==> src/rtl/prog_memory.sv <==
// prog_memory: program store with power-on clear, streamed program load and registered instruction fetch.
module prog_memory #(
  parameter int DATA_W = 17,
  parameter int ADDR_W = 6
) (
  input  logic              clk,
  input  logic              rst_n,
  input  logic              fetch_en,
  input  logic [ADDR_W-1:0] fetch_addr,
  output logic [DATA_W-1:0] instruction,
  output logic              instr_valid,
  input  logic              load_start,
  input  logic              load_valid,
  input  logic [DATA_W-1:0] load_data,
  input  logic              load_last,
  output logic              load_ready,
  output logic              load_done,
  output logic              load_ovf,
  output logic              busy
);
  localparam int DEPTH = 2 ** ADDR_W;
  typedef enum logic [1:0] {CLEAR, RUN, LOAD} state_t;
  state_t state, state_next;
  logic [ADDR_W-1:0] ptr, ptr_next;
  logic [DATA_W-1:0] mem [DEPTH];
  logic accept, at_end, finish;
  assign accept = load_valid && state == LOAD;
  assign at_end = ptr == {ADDR_W{1'b1}};
  assign finish = accept && (load_last || at_end);
  assign load_ready = state == LOAD;
  assign busy = state != RUN;
  always_comb begin
    state_next = state;
    ptr_next = ptr;
    case (state)
      CLEAR: begin
        ptr_next = ptr + 1'b1;
        if (at_end) state_next = RUN;
      end
      RUN: if (load_start) begin
        state_next = LOAD;
        ptr_next = '0;
      end
      LOAD: if (accept) begin
        ptr_next = ptr + 1'b1;
        if (finish) state_next = RUN;
      end
      default: state_next = CLEAR;
    endcase
  end
  always_ff @(posedge clk) begin
    if (!rst_n) begin
      state <= CLEAR;
      ptr <= '0;
      instruction <= '0;
      instr_valid <= 1'b0;
      load_done <= 1'b0;
      load_ovf <= 1'b0;
    end else begin
      state <= state_next;
      ptr <= ptr_next;
      instr_valid <= state == RUN && fetch_en;
      if (state == RUN && fetch_en) instruction <= mem[fetch_addr];
      load_done <= finish;
      if (state == RUN && load_start) load_ovf <= 1'b0;
      else if (accept && !load_last && at_end) load_ovf <= 1'b1;
    end
  end
  // Writes are suppressed on a reset edge so an interrupted load leaves no partial word behind.
  always_ff @(posedge clk)
    if (rst_n && (state == CLEAR || accept)) mem[ptr] <= state == CLEAR ? '0 : load_data;
endmodule

==> config.mk <==
export PLATFORM = sky130hd
export DESIGN_NAME = prog_memory
export DESIGN_NICKNAME = d
export VERILOG_FILES = /design/src/rtl/prog_memory.sv
export SDC_FILE = /design/constraint.sdc
export NUM_CORES = 1
export LEC_CHECK = 0
export CORE_AREA = 8 8 329 331
export DETAILED_ROUTE_END_ITERATION = 16
export DIE_AREA = 0 0 337 339
export GPL_TIMING_DRIVEN = 0
export PLACE_DENSITY = 0.59
export SETUP_SLACK_MARGIN = 0.1
export SLEW_MARGIN = 0
export SYNTH_ARGS = -nofsm -noshare
export SYNTH_HDL_FRONTEND = slang
export SYNTH_SLANG_ARGS = --single-unit
==> constraint.sdc <==
create_clock -name clk -period 5.7 [get_ports clk]
set_input_delay 1.14 -clock clk [delete_from_list [all_inputs] [get_ports clk]]
set_output_delay 1.14 -clock clk [all_outputs]
set_load 0.05 [all_outputs]
==> flow_summary.json <==
{
  "synthXorXnorAreaFrac_pct": 0.0815,
  "boundaryPins": 51,
  "synth_top_family_by_area": "multiplexers",
  "syn_to_final_growth_pct": 17.4,
  "required_ns": 4.56,
  "finalHoldViolations": 0,
  "clock_latency_ns": 0.68,
  "grt_max_degree": 49,
  "dp_hpwl_um": 74700,
  "syn_area_per_cell_um2": 20.2,
  "finalClockSkew_ns": 0.0224,
  "antenna_found_initial": 3,
  "drc_errors": 0,
  "postLayoutCoreUtil_pct": 49.0,
  "drtIter0Drc": 2550,
  "drv_cap": 0,
  "cp_max_fo": 10,
  "cts_setup_buffers": 0,
  "grt_pass1_wl_um": 156000,
  "core_mm2": 0.103,
  "synth_compound_area_share_pct": 2.87,
  "max_freq_ghz": 0.248,
  "holdBufCountCts": 0,
  "synth.area.top_cells": "edfxtp_1 76%, mux4_2 11%, mux2_2 3.6%",
  "layout.area.seq_mm2": 0.0332,
  "synth_mux_area_share_pct": 14.7,
  "status": "finished, final reports clean",
  "min_to": "ptr[3]$_SDFFE_PN0P_",
  "synth_fa_ha_area_share_pct": 0.0291,
  "critical_path_class": "register to output port",
  "reg2reg_slack_ns": 2.37,
  "grt-ovfl-total": 0,
  "synth_edf_count": 1088,
  "yosysSeqAreaShare_pct": 77.3,
  "grt_setup_unrepaired": "false",
  "syn_nets": 2154,
  "syn_area_mm2": 0.0430,
  "vdd_ir_drop_max_mv": 0.289,
  "place_congestion": 0.857,
  "critPathCaptureType": "output port",
  "grt_use_total_pct": 18.8,
  "hold-path-cell-count": 2,
  "slew_viol_final": 0,
  "die_area_mm2": 0.114,
  "drive_above_1_share_pct": 28.4,
  "final_cell_mix": "1088 x edfxtp_1, 204 x mux4_2, 136 x mux2_2, 116 x clkbuf_16, 86 x o22ai_1",
  "cts_tree": "yes",
  "setup_viol_count_final": 0,
  "clock-sinks": 1116,
  "cts_made_buffers": 112,
  "num_vias": 21900,
  "viasPerCell": 5.70,
  "netlist.top_cell.by_area": "edfxtp_1",
  "worst_pin_slew_ns": 1.15,
  "fin_hold_ws_ns": 0.608,
  "dominantRegCellSynth": "edfxtp_1",
  "num-fill-cells": 8329,
  "synthArstFlopShare_pct": 0,
  "row_count": 118,
  "io_buffers": 46,
  "slew_headroom_pct": 23.4,
  "mostFrequentLayoutCell": "edfxtp_1",
  "reg2reg_depth": 5,
  "multi_input_area_mm2": 0.00933,
  "powerDensity_mw_per_mm2": 335,
  "r2r_end": "mem[32][6]$_DFFE_PP_",
  "yosys_warnings": 0,
  "first_pass_iters": 5,
  "ys_types": 46,
  "timing.rr.start": "state[1]$_SDFFE_PN0P_",
  "layout.nets": 2387,
  "synth_top_area_share_pct": 76.0,
  "htree_levels": 3,
  "p_leak_nw": 16.3,
  "timing.final.crit_share_pct": 70.7,
  "grt_pass1_vias": 22000,
  "start_util_pct": 41.8,
  "post_drt_wl_per_cell_um": 28.5,
  "finalPower_mw": 16.9,
  "yosys.area_share.simple_pct": 3.40,
  "drtAntennaViolNets": 0,
  "path_clk_slew_ns": 0.06,
  "die_w_um": 337,
  "synth_cells": 2124,
  "hold_class": "register to register",
  "wl_um": 109000,
  "period_needed_ns": 4.03,
  "tns_ns": 0,
  "min_from": "ptr[3]$_SDFFE_PN0P_",
  "critPathArrivalTime_ns": 2.89,
  "clockRootBuffer": "clkbuf_16",
  "crit_path_start_kind": "register",
  "cts_resized": 0,
  "dieHeight_um": 339,
  "ys_ff_latch": 1116,
  "cts_max_path_buffers": 3
}
-- critical path, stage by stage (launching register included) --
cell             delay [ns]
dfxtp_1                0.35
clkbuf_1               0.35
inv_1                  0.15
nor2_1                 0.45
clkdlybuf4s50_1        0.91
-- power breakdown --
part / total [mW] / internal, mW / switching [mW]
combinational: 0.617 / 0.257 / 0.359
clock: 7.40 / 4.38 / 3.02
sequential: 8.89 / 8.89 / 0.00525
total: 16.9 / 13.5 / 3.39
-- cell usage after synthesis, types with 2 or more instances --
library cell,n
o31ai_1,17
nand3b_1,3
a22oi_1,50
buf_6,6
mux2_2,136
and3b_1,2
nand3_1,55
buf_4,5
mux4_2,204
a21oi_1,24
nor3_1,35
nand4_1,3
clkinv_1,5
and3_1,20
nor2_1,94
dfxtp_1,28
or3b_2,2
nor4_1,17
and2_1,2
nor2b_1,24
nand2b_1,4
mux2i_1,17
o22ai_1,86
buf_1,24
clkbuf_1,63
nand2_1,33
edfxtp_1,1088
inv_1,33
xor2_1,3
buf_2,24
o21ai_0,2
-- cells by family (layout without fill, tap and decap cells) --
family	after synthesis	in the layout
AOI/OAI and AO/OA	186	186
adders and majority gates	1	1
xor gates and xnor gates	4	4
muxes	357	357
DFF	1116	1116
and+or+nand+nor	299	299
other	0	2
buffers and inverters	161	487
-- layer usage --
| metal | vias to the layer above | routed length [um] | global-route usage [%] |
|---|---|---|---|
| li1 | 9228 | - | - |
| met1 | 11600 | 46900 | 27.5 |
| met2 | 922 | 50300 | 29.0 |
| met3 | 151 | 9440 | 4.03 |
| met4 | 0 | 2550 | 4.53 |
| met5 | - | 0 | 0 |
-- state kept, by name (all words and copies together) (netlist names) --
register and flops:
load_done 1, state 2, instruction 17, mem 1088, ptr 6, instr_valid 1
load_ovf 1
-- worst max-delay path by stage --
stage	depth (start not counted)	from	end	slack, ns
6_report	4	state[1]$_SDFFE_PN0P_	load_ready	1.67
5_1_grt	4	state[1]$_SDFFE_PN0P_	load_ready	1.52
4_1_cts	4	state[1]$_SDFFE_PN0P_	load_ready	1.70
3_5_place_dp	8	fetch_addr[2]	instruction[8]$_SDFFE_PN0P_	1.06
3_3_place_gp	2	load_data[10]	mem[58][10]$_DFFE_PP_	-1.18
2_1_floorplan	1	load_data[0]	mem[0][0]$_DFFE_PP_	2.45
-- final cells by class --
cell class                 instances  share of cell area [%]
clock inverter                    67                    1.35
sequential                      1116                    65.9
inverter                          39                   0.290
timing repair buffer             119                    3.48
tap                             1380                    3.42
clock buffer                     140                    6.01
antenna                            2                 0.00992
buffer                           122                    1.09
multi-input combinational        847                    18.5
-- per-stage QoR --
stage	cell area (um^2)	worst slack (ns)	cells
2_1_floorplan	43000	2.45	2124
3_3_place_gp	45200	-1.18	3550
3_5_place_dp	46700	1.06	3623
4_1_cts	50500	1.70	3830
5_1_grt	50500	1.52	3830
6_report	50500	1.67	3832
No activity file was read; power rests on OpenSTA's default activity.
